## config.mk

```make
export PLATFORM = sky130hd
export DESIGN_NAME = uart_alu_sequencer
export DESIGN_NICKNAME = d
export VERILOG_FILES = /design/src/rtl/uart_alu_sequencer.sv
export SDC_FILE = /design/constraint.sdc
export NUM_CORES = 1
export LEC_CHECK = 0
export BUFFER_PORTS_ARGS = -buffer_cell sky130_fd_sc_hd__buf_2
export CAP_MARGIN = 0
export CORE_ASPECT_RATIO = 1.75
export CORE_UTILIZATION = 55
export CTS_CLUSTER_DIAMETER = 30
export DETAILED_ROUTE_END_ITERATION = 16
export PLACE_DENSITY_LB_ADDON = 0.2
export SYNTH_ARGS = -nofsm -noshare
export SYNTH_HDL_FRONTEND = slang
export SYNTH_SLANG_ARGS = --single-unit
```

## constraint.sdc

```tcl
create_clock -name i_clk -period 4.6 [get_ports i_clk]
set_input_delay 0.46 -clock i_clk [delete_from_list [all_inputs] [get_ports i_clk]]
set_output_delay 0.46 -clock i_clk [all_outputs]
set_load 0.005 [all_outputs]
```

## src/rtl/uart_alu_sequencer.sv

```systemverilog
// uart_alu_sequencer: gathers A, B, opcode bytes from the UART receiver,
// drives the ALU, and sends the result back through one transmitter frame.
module uart_alu_sequencer #(
  parameter int NB_DATA        = 8,
  parameter int NB_OP          = 6,
  parameter int TIMEOUT_CYCLES = 50000000
) (
  input  logic               i_clk,
  input  logic               i_reset,
  input  logic               i_rx_done_tick,
  input  logic [NB_DATA-1:0] i_rx_data,
  input  logic [NB_DATA-1:0] i_alu_result,
  input  logic               i_tx_done_tick,
  output logic [NB_DATA-1:0] o_alu_a,
  output logic [NB_DATA-1:0] o_alu_b,
  output logic [NB_OP-1:0]   o_alu_op,
  output logic               o_tx_start,
  output logic [NB_DATA-1:0] o_tx_data,
  output logic               o_busy,
  output logic               o_timeout,
  output logic               o_overrun
);

  localparam int NB_CNT = $clog2(TIMEOUT_CYCLES + 1);
  localparam logic [NB_CNT-1:0] CNT_LAST = NB_CNT'(TIMEOUT_CYCLES - 1);

  typedef enum logic [2:0] {
    S_IDLE,
    S_WAIT_B,
    S_WAIT_OP,
    S_EXEC,
    S_SEND,
    S_WAIT_TX
  } state_t;

  state_t r_state;
  state_t w_state_nxt;

  logic [NB_CNT-1:0]  r_cnt;
  logic [NB_CNT-1:0]  w_cnt_nxt;
  logic [NB_DATA-1:0] r_alu_a, w_alu_a_nxt;
  logic [NB_DATA-1:0] r_alu_b, w_alu_b_nxt;
  logic [NB_OP-1:0]   r_alu_op, w_alu_op_nxt;
  logic [NB_DATA-1:0] r_tx_data, w_tx_data_nxt;
  logic               r_tx_start, w_tx_start_nxt;
  logic               r_busy;
  logic               r_timeout, w_timeout_nxt;
  logic               r_overrun, w_overrun_nxt;
  logic               w_expired;

  // A byte landing on the last allowed cycle wins over the timeout.
  assign w_expired = (r_cnt == CNT_LAST) && !i_rx_done_tick;

  always_ff @(posedge i_clk or negedge i_reset) begin
    if (!i_reset) begin
      r_state <= S_IDLE;
    end else begin
      r_state <= w_state_nxt;
    end
  end

  always_comb begin
    w_state_nxt = r_state;
    unique case (r_state)
      S_IDLE: begin
        if (i_rx_done_tick) w_state_nxt = S_WAIT_B;
      end
      S_WAIT_B: begin
        if (i_rx_done_tick) w_state_nxt = S_WAIT_OP;
        else if (w_expired) w_state_nxt = S_IDLE;
      end
      S_WAIT_OP: begin
        if (i_rx_done_tick) w_state_nxt = S_EXEC;
        else if (w_expired) w_state_nxt = S_IDLE;
      end
      S_EXEC:    w_state_nxt = S_SEND;
      S_SEND:    w_state_nxt = S_WAIT_TX;
      S_WAIT_TX: begin
        if (i_tx_done_tick) w_state_nxt = S_IDLE;
      end
      default:   w_state_nxt = S_IDLE;
    endcase
  end

  always_comb begin
    w_cnt_nxt      = '0;
    w_alu_a_nxt    = r_alu_a;
    w_alu_b_nxt    = r_alu_b;
    w_alu_op_nxt   = r_alu_op;
    w_tx_data_nxt  = r_tx_data;
    w_tx_start_nxt = 1'b0;
    w_timeout_nxt  = 1'b0;
    w_overrun_nxt  = r_overrun;
    unique case (r_state)
      S_IDLE: begin
        if (i_rx_done_tick) begin
          w_alu_a_nxt   = i_rx_data;
          w_overrun_nxt = 1'b0;
        end
      end
      S_WAIT_B: begin
        if (i_rx_done_tick) begin
          w_alu_b_nxt = i_rx_data;
        end else begin
          w_cnt_nxt     = w_expired ? '0 : r_cnt + NB_CNT'(1);
          w_timeout_nxt = w_expired;
        end
      end
      S_WAIT_OP: begin
        if (i_rx_done_tick) begin
          w_alu_op_nxt = i_rx_data[NB_OP-1:0];
        end else begin
          w_cnt_nxt     = w_expired ? '0 : r_cnt + NB_CNT'(1);
          w_timeout_nxt = w_expired;
        end
      end
      S_SEND: begin
        w_tx_data_nxt  = i_alu_result;
        w_tx_start_nxt = 1'b1;
        if (i_rx_done_tick) w_overrun_nxt = 1'b1;
      end
      default: begin
        if (i_rx_done_tick) w_overrun_nxt = 1'b1;
      end
    endcase
  end

  always_ff @(posedge i_clk or negedge i_reset) begin
    if (!i_reset) begin
      r_cnt      <= '0;
      r_alu_a    <= '0;
      r_alu_b    <= '0;
      r_alu_op   <= '0;
      r_tx_data  <= '0;
      r_tx_start <= 1'b0;
      r_busy     <= 1'b0;
      r_timeout  <= 1'b0;
      r_overrun  <= 1'b0;
    end else begin
      r_cnt      <= w_cnt_nxt;
      r_alu_a    <= w_alu_a_nxt;
      r_alu_b    <= w_alu_b_nxt;
      r_alu_op   <= w_alu_op_nxt;
      r_tx_data  <= w_tx_data_nxt;
      r_tx_start <= w_tx_start_nxt;
      r_busy     <= (w_state_nxt != S_IDLE);
      r_timeout  <= w_timeout_nxt;
      r_overrun  <= w_overrun_nxt;
    end
  end

  assign o_alu_a    = r_alu_a;
  assign o_alu_b    = r_alu_b;
  assign o_alu_op   = r_alu_op;
  assign o_tx_start = r_tx_start;
  assign o_tx_data  = r_tx_data;
  assign o_busy     = r_busy;
  assign o_timeout  = r_timeout;
  assign o_overrun  = r_overrun;

endmodule

```

==> results of run 1 <==
-- critical path: stages, from the launching register on --
cell and delay [ns]:
dfrtp_1 0.44, nor4b_1 0.47, nand4_1 0.25, o21ai_2 0.84
nor2_1 0.14
-- cell families (layout without fill, tap and decap cells) --
kind of cell             after synthesis  count (layout)  synth area share
AO/OA/AOI/OAI                         34              34            0.0733
multiplexers                          30              30             0.120
flip-flops                            63              63             0.560
XOR/XNOR                              12              12            0.0373
adder cells (fa/ha/maj)                1               1           0.00444
AND/OR/NAND/NOR                       84              84             0.179
buffers and inverters                 15              75            0.0262
-- state kept, by name (all words and copies together) (netlist names), 3 cells and up --
signal / count
r_cnt: 26
o_alu_a: 8
o_alu_b: 8
o_tx_data: 8
o_alu_op: 6
r_state: 3
-- layout make-up --
type | instances | area (um2) | area share
Clock inverter | 5 | 81.3 | 0.0245
Clock buffer | 11 | 141 | 0.0425
Multi-Input combinational cell | 161 | 1170 | 0.351
Inverter | 5 | 18.8 | 0.00564
Sequential cell | 63 | 1580 | 0.474
Timing Repair Buffer | 54 | 273 | 0.0820
Tap cell | 54 | 67.6 | 0.0203
-- through the flow --
step / instance area (um2) / std cells / setup WS, ns / total power (W)
final: 3330 / 353 / 2.30 / 0.00184
after global routing: 3330 / 353 / 2.13 / 0.00194
after CTS: 3330 / 353 / 2.35 / 0.00186
after detailed placement: 3100 / 337 / 2.29 / 0.00132
after global placement: 3100 / 337 / 2.32 / 0.00130
after floorplan: 2820 / 239 / 2.91 / 0.00111
-- cells in the mapped netlist --
master | instances | share of area
dfrtp_1 | 63 | 0.56
mux2_2 | 30 | 0.12
nor2_1 | 17 | 0.023
a21oi_1 | 15 | 0.027
nand2_1 | 10 | 0.013
nand3_1 | 9 | 0.016
xor2_1 | 9 | 0.028
and3_1 | 7 | 0.016
nand4_1 | 7 | 0.016
o21ai_0 | 7 | 0.012
or4_1 | 7 | 0.019
o31ai_1 | 6 | 0.016
buf_2 | 5 | 0.0089
inv_1 | 5 | 0.0067
or3_1 | 4 | 0.0089
and2_1 | 3 | 0.0067
and4_1 | 3 | 0.0093
clkbuf_1 | 3 | 0.0040
xnor2_1 | 3 | 0.0093
a31o_2 | 2 | 0.0062
nand2b_1 | 2 | 0.0044
nand4b_1 | 2 | 0.0062
nor2_2 | 2 | 0.0044
or2_2 | 2 | 0.0044
a2111oi_0 | 1 | 0.0031
a211o_1 | 1 | 0.0031
and2_0 | 1 | 0.0022
and4_4 | 1 | 0.0040
buf_4 | 1 | 0.0027
buf_6 | 1 | 0.0040
ha_1 | 1 | 0.0044
nand4_2 | 1 | 0.0044
nand4_4 | 1 | 0.0075
nor3_2 | 1 | 0.0036
nor3b_1 | 1 | 0.0027
nor4_1 | 1 | 0.0022
nor4b_1 | 1 | 0.0031
nor4bb_1 | 1 | 0.0036
o211ai_1 | 1 | 0.0027
o21ai_2 | 1 | 0.0031
-- path summary, 6_finish.rpt --
check,endpoint,from,slack (ns),cells after the start
min in group i_clk,o_tx_data[4],i_alu_result[4],0.35,2
hold / removal,r_cnt[21],i_reset,0.28,2
setup reg to reg,r_cnt[11],r_cnt[16],2.30,4
hold reg to reg,o_tx_data[4],o_tx_data[4],0.50,1
setup / recovery,r_cnt[11],r_cnt[16],2.30,4
max in group asynchronous,o_alu_op[1],i_reset,3.80,2
-- metal layers --
| layer | global-route usage | share of wire |
|---|---|---|
| met5 | 0 | 0 |
| met4 | 0.101 | 0.024 |
| met3 | 0.0575 | 0.036 |
| met2 | 0.407 | 0.55 |
| met1 | 0.249 | 0.39 |
-- power breakdown --
part           leakage, nW  switching (W)  total, W  internal, W
combinational        0.576       0.000221  0.000491     0.000271
clock                0.110       0.000211  0.000531     0.000320
sequential           0.806      0.0000970  0.000814     0.000717
==> impl_results.md, run 1 <==
* Final wirelength at 5570 um
* Max FO, Critical Path at 25
* Hold Crit Class: in -> async
* Post-route ant nets at 0
* DRT Pass-1 Iters at 4
* Die width at 56.1 um
* PostCTS Resize Cnt at 0
* Rel. slew slack at 0.332
* CTS Root Cell: clkbuf_8
* GRT overflow at 0
* Via count at 2048
* Post-synthesis sequential area ratio at 0.560
* Ys Warns at 0
* Most frequent cells in the layout: 63 x dfrtp_1, 53 x buf_2, 30 x mux2_2
* Vias in the first global route at 2144
* Port Buffer Count at 53
* DP Wirelength at 3910 um
* Setup violators final at 0
* First-pass GRT wire length at 9560 um
* Slew @ Worst Pin at 1.00 ns
* Slew Viols, Final at 0
* Fin crit share at 0.500
* Synthesized flop and latch total at 63
* Outcome: complete, no violations
* CP required at 4.78 ns
* Pin count of the biggest net entering global routing at 64
* Synth cell types at 40
* Hold Slack at 0.276 ns
* Starting Density at 0.571
* Layout cells sized above 1 at 0.368
* H-tree depth at 3
* Syn nets at 260
* Leakage Power at 1.49 nW
* Aggregate negative setup slack at 0 ns
* Crit end category: flop
* RSZ-0062 raised after global routing: false
* Max Cap Viol at 0
* Layout Utilization at 0.674
* Row cnt at 34
* Startpoint class of the critical path: flop
* Worst-Skew Late Latency at 0.34 ns
* Synth Area per Inst at 11.8 um2
* Filler Cell Count at 404
* Initial antenna violation count at 0
* Die ar. at 5420 um2
* GRT Total Usage at 0.228
* Worst VDD drop at 0.438 mV
* Critical path type: reg -> reg
* Vias per cell at 5.80
* Placer Congestion at 0.793
* CTS sink count at 63
* CTS clock-pin slew for the worst setup and hold paths at 0.07 ns
* CTS Buf Count at 9
* CTS tree: yes
* Setup bufs post-CTS at 0
* Most common cell after layout, fill and taps aside: dfrtp_1
* Average routed wire per standard cell at 15.8 um
* Final-stage net count at 315
* Die height at 96.7 um
* DRT iter0 DRCs at 91
* Worst-case clock buffer depth at 2
* DRC Markers at 0
* Power density over the cells at 552 nW/um2
* Fin. Hold Viols at 0
* Area of the core at 4930 um2
* Cell Area, Synth at 2820 um2
* Boundary pin count at 54
* Hold_buf cts at 0
* Fmax at 0.434 GHz
* Cells after Synth at 239
* Inserted Diodes at 0
* Area delta synth->final at 18.0%
* WP data arrival at 2.48 ns
* Final Critical Period at 2.30 ns
* Final Skew at 0.00721 ns
(Power assumes the default switching activity.)
==> run 2, diff against run 1 <==
--- a/config.mk
+++ b/config.mk
@@ -5,6 +5,7 @@
 export SDC_FILE = /design/constraint.sdc
 export NUM_CORES = 1
 export LEC_CHECK = 0
+export ABC_AREA = 1
 export BUFFER_PORTS_ARGS = -buffer_cell sky130_fd_sc_hd__buf_2
 export CAP_MARGIN = 0
 export CORE_ASPECT_RATIO = 1.75
==> constraint.sdc (replaced) <==
create_clock -name i_clk -period 2.19 [get_ports i_clk]
set_input_delay 0.219 -clock i_clk [delete_from_list [all_inputs] [get_ports i_clk]]
set_output_delay 0.219 -clock i_clk [all_outputs]
set_load 0.005 [all_outputs]
==> run 2 against run 1 <==
Net effect:
- wire length rose by 23%
- worst setup slack got worse by 1.9 ns
- flip-flop and latch count did not move
- die area rose by 7.3%
- clock power rose by 100%
- maximum frequency rose by 32%
- first-iteration DRC count rose by 42%
- register-to-register slack got worse by 1.9 ns
- final cell count rose by 50%
- sequential share of layout area fell by 3.7 points
- area after synthesis rose by 7.5%
- non-clock buffer count rose by 3
==> impl_results.md, run 2 <==
* Synthesized flop and latch total at 63 (unchanged)
* DP Wirelength at 5230 um (+34%)
* Critical path type: reg -> reg
* Dominant cell type by area after synthesis: dfrtp_1
* Buf/Inv on CP at 1 (+1)
* Main synth FF type: dfrtp_1
* Max Cap Viol at 0 (unchanged)
* Post-route ant nets at 0 (unchanged)
* Inserted Diodes at 0 (unchanged)
* Sequential group share of total power at 0.432 (-0.011)
* Max FFs per register at 26 (unchanged)
* Max incr delay on CP at 0.40 ns (-0.44 ns)
* Slew @ Worst Pin at 0.661 ns (-0.341 ns)
* Hold Crit Class: in -> reg
* Clock share of power at 0.276 (-0.013)
* CTS tree: yes
* R2r setup slk at 0.44 ns (-1.86 ns)
* DRT Pass-1 Iters at 4 (unchanged)
* Final Skew at 0.00695 ns (-0.000257 ns)
* M3 GR Usage at 0.0606 (+0.00308)
* Final Critical Period at 1.75 ns (-0.554 ns)
* Initial antenna violation count at 0 (unchanged)
* CTS sink count at 63 (unchanged)
* First-pass GRT wire length at 11900 um (+25%)
* Crit-path leading delay family: simple AND/OR/NAND/NOR gates
* Cell Area, Synth at 3030 um2 (+7.5%)
* Fin crit share at 0.798 (+0.298)
* RSZ-0062 raised after global routing: false
* Die height at 100 um (+3.6%)
* DRT iter0 DRCs at 129 (+42%)
* CTS Root Cell: clkbuf_8
* Power density over the cells at 1070 nW/um2 (+95%)
* Final-stage net count at 472 (+50%)
* PostCTS Resize Cnt at 0 (unchanged)
* Aggregate negative setup slack at 0 ns (unchanged)
* Most common cell after layout, fill and taps aside: nand2_1
* Vias per cell at 5.01 (-14%)
* H-tree depth at 3 (unchanged)
* CTS Buf Count at 9 (unchanged)
* Net Sw Frac at 0.326 (+0.0384)
* Post-DP Area at 3390 um2 (+9.3%)
* CP max-delay cell: dfrtp_1
* WP data arrival at 1.98 ns (-0.50 ns)
* Post-synth EDFFs at 0 (unchanged)
* Commonest cells post-synth: 127 x nand2_1, 68 x nor2_1, 63 x dfrtp_1, 34 x inv_1, 18 x nand3_1
* Ys Warns at 0 (unchanged)
* Vias in the first global route at 2769 (+29%)
* Int Power at 0.00261 W (+100%)
* Post-synth ARST share at 1.00 (unchanged)
* Slew Viols, Final at 0 (unchanged)
* Most Crowded Layer GR: met2
* Outcome: complete, no violations
* CTS clock-pin slew for the worst setup and hold paths at 0.07 ns (about the same)
* Biggest register: r_cnt
* CP required at 2.42 ns (-2.36 ns)
* Boundary pin count at 54 (unchanged)
* GRT overflow at 0 (unchanged)
* Die width at 58.1 um (+3.6%)
* Gate power share at 0.291 (+0.024)
* Rel. slew slack at 0.559 (+0.227)
* Starting Density at 0.572 (+0.000671)
* Area of the core at 5300 um2 (+7.4%)
* CP Cell Sequence: ha_1 -> nand2_1 -> nor2_1 -> nand2_1 -> nor2_1 -> nand2_1 -> nand2_2 -> inv_2 -> o21ai_1 -> nor2_1
* Final wirelength at 6830 um (+23%)
* Layout cells sized above 1 at 0.209 (-0.159)
* Synth Area per Inst at 7.81 um2 (-34%)
* Crit end category: flop
* Max FO, Critical Path at 14 (-44%)
* Area delta synth->final at 19.2%
* Fmax at 0.572 GHz (+32%)
* Filler Cell Count at 473 (+17%)
* Most frequent cells in the layout: 127 x nand2_1, 68 x nor2_1, 63 x dfrtp_1
* Placer Congestion at 0.950 (+20%)
* Worst-Skew Late Latency at 0.34 ns (about the same)
* DRC Markers at 0 (unchanged)
* Average routed wire per standard cell at 12.9 um (-18%)
* Die ar. at 5820 um2 (+7.3%)
* Final instance area at 3610 um2 (+8.6%)
* Post-synthesis sequential area ratio at 0.520 (-0.0391)
* Worst-case clock buffer depth at 2 (unchanged)
* Cells after Synth at 388 (+62%)
* Grt met1 use at 0.281 (+0.0318)
* Count leader, synth: nand2_1
* Fin. Hold Viols at 0 (unchanged)
* Yosys top cell area share at 0.520 (-0.0391)
* Via count at 2650 (+29%)
* Met2 Use GR at 0.483 (+0.0762)
* Worst VDD drop at 0.742 mV (+69%)
* Pin count of the biggest net entering global routing at 38 (-41%)
* NetSw at 0.00127 W (+140%)
* Top post-synthesis cells by area: dfrtp_1 52%, nand2_1 16%, nor2_1 8.4%, inv_1 4.2%, nand3_1 3.0%
* Port Buffer Count at 53 (unchanged)
* Row cnt at 35 (+2.9%)
* Leakage Power at 1.72 nW (+16%)
* Synth cell types at 29 (-28%)
* Syn nets at 409 (+57%)
* GRT Total Usage at 0.274 (+0.0453)
* Startpoint class of the critical path: flop
* Setup violators final at 0 (unchanged)
-- run 2: worst reg2reg max path: stages (launching register included) --
cell     delay [ns]
dfrtp_1        0.40
ha_1           0.21
nand2_1        0.08
nor2_1         0.13
nand2_1        0.07
nor2_1         0.11
nand2_1        0.09
nand2_2        0.24
inv_2          0.17
o21ai_1        0.10
nor2_1         0.05
-- run 2: metrics by stage --
| stage | cells | total power (W) | utilization | hold WS [ns] | worst slack [ns] |
|---|---|---|---|---|---|
| floorplan | 388 | 0.00237 | - | -0.0766 | 0.755 |
| global placement | 513 | 0.00280 | 0.640 | 0.272 | 0.518 |
| detailed placement | 513 | 0.00284 | 0.640 | 0.282 | 0.462 |
| CTS | 529 | 0.00392 | 0.681 | 0.0756 | 0.448 |
| global route | 529 | 0.00415 | 0.681 | 0.0771 | 0.196 |
| finish | 529 | 0.00388 | 0.681 | 0.0830 | 0.442 |
-- run 2: cells by family (layout without fill, tap and decap cells) --
group,count (synthesis),count (layout),synth area share
AOI/OAI and AO/OA,28,28,0.0529
xor gates and xnor gates,6,6,0.0173
adders and majority gates,1,1,0.00413
buffers and inverters,48,115,0.0636
DFF,63,63,0.520
muxes,2,2,0.00743
and+or+nand+nor,240,240,0.334
-- run 2: power groups by stage --
stage | sequential, W | clock (W) | combinational (W)
2_1_floorplan | 0.00171 | 0 | 0.000655
3_3_place_gp | 0.00168 | 0 | 0.00111
3_5_place_dp | 0.00169 | 0 | 0.00115
4_1_cts | 0.00168 | 0.00109 | 0.00115
5_1_grt | 0.00171 | 0.00114 | 0.00130
6_report | 0.00168 | 0.00107 | 0.00113
-- run 2: repair_timing --
| action | CTS | global route |
|---|---|---|
| hold buffers | 1 | 0 |
| setup buffers | 0 | 0 |
| endpoints found under the hold margin | 26 | 0 |
-- run 2: metal layers --
| layer | routed length [um] | part of all wire | up-vias |
|---|---|---|---|
| met5 | 0 | 0 | - |
| met4 | 286 | 0.042 | 0 |
| met3 | 232 | 0.034 | 25 |
| met2 | 3660 | 0.54 | 69 |
| met1 | 2650 | 0.39 | 1232 |
| li1 | - | - | 1324 |
-- run 2: path summary, 6_finish.rpt --
check                                 from            to  cells past startpoint
hold / removal             i_alu_result[1]  o_tx_data[1]                      3
setup reg to reg                  r_cnt[0]     r_cnt[16]                     10
min in group asynchronous          i_reset  o_tx_data[1]                      2
setup / recovery                  r_cnt[0]     r_cnt[16]                     10
hold reg to reg               o_tx_data[0]  o_tx_data[0]                      2
max in group asynchronous          i_reset    o_alu_b[5]                      3
-- run 2: final cells by class --
| cell class | instances | area, um2 | share of cell area |
|---|---|---|---|
| Inverter | 43 | 161 | 0.0447 |
| Sequential cell | 63 | 1580 | 0.437 |
| Clock inverter | 6 | 86.3 | 0.0239 |
| Tap cell | 74 | 92.6 | 0.0256 |
| Clock buffer | 9 | 124 | 0.0343 |
| Timing Repair Buffer | 57 | 310 | 0.0859 |
| Multi-Input combinational cell | 277 | 1260 | 0.349 |
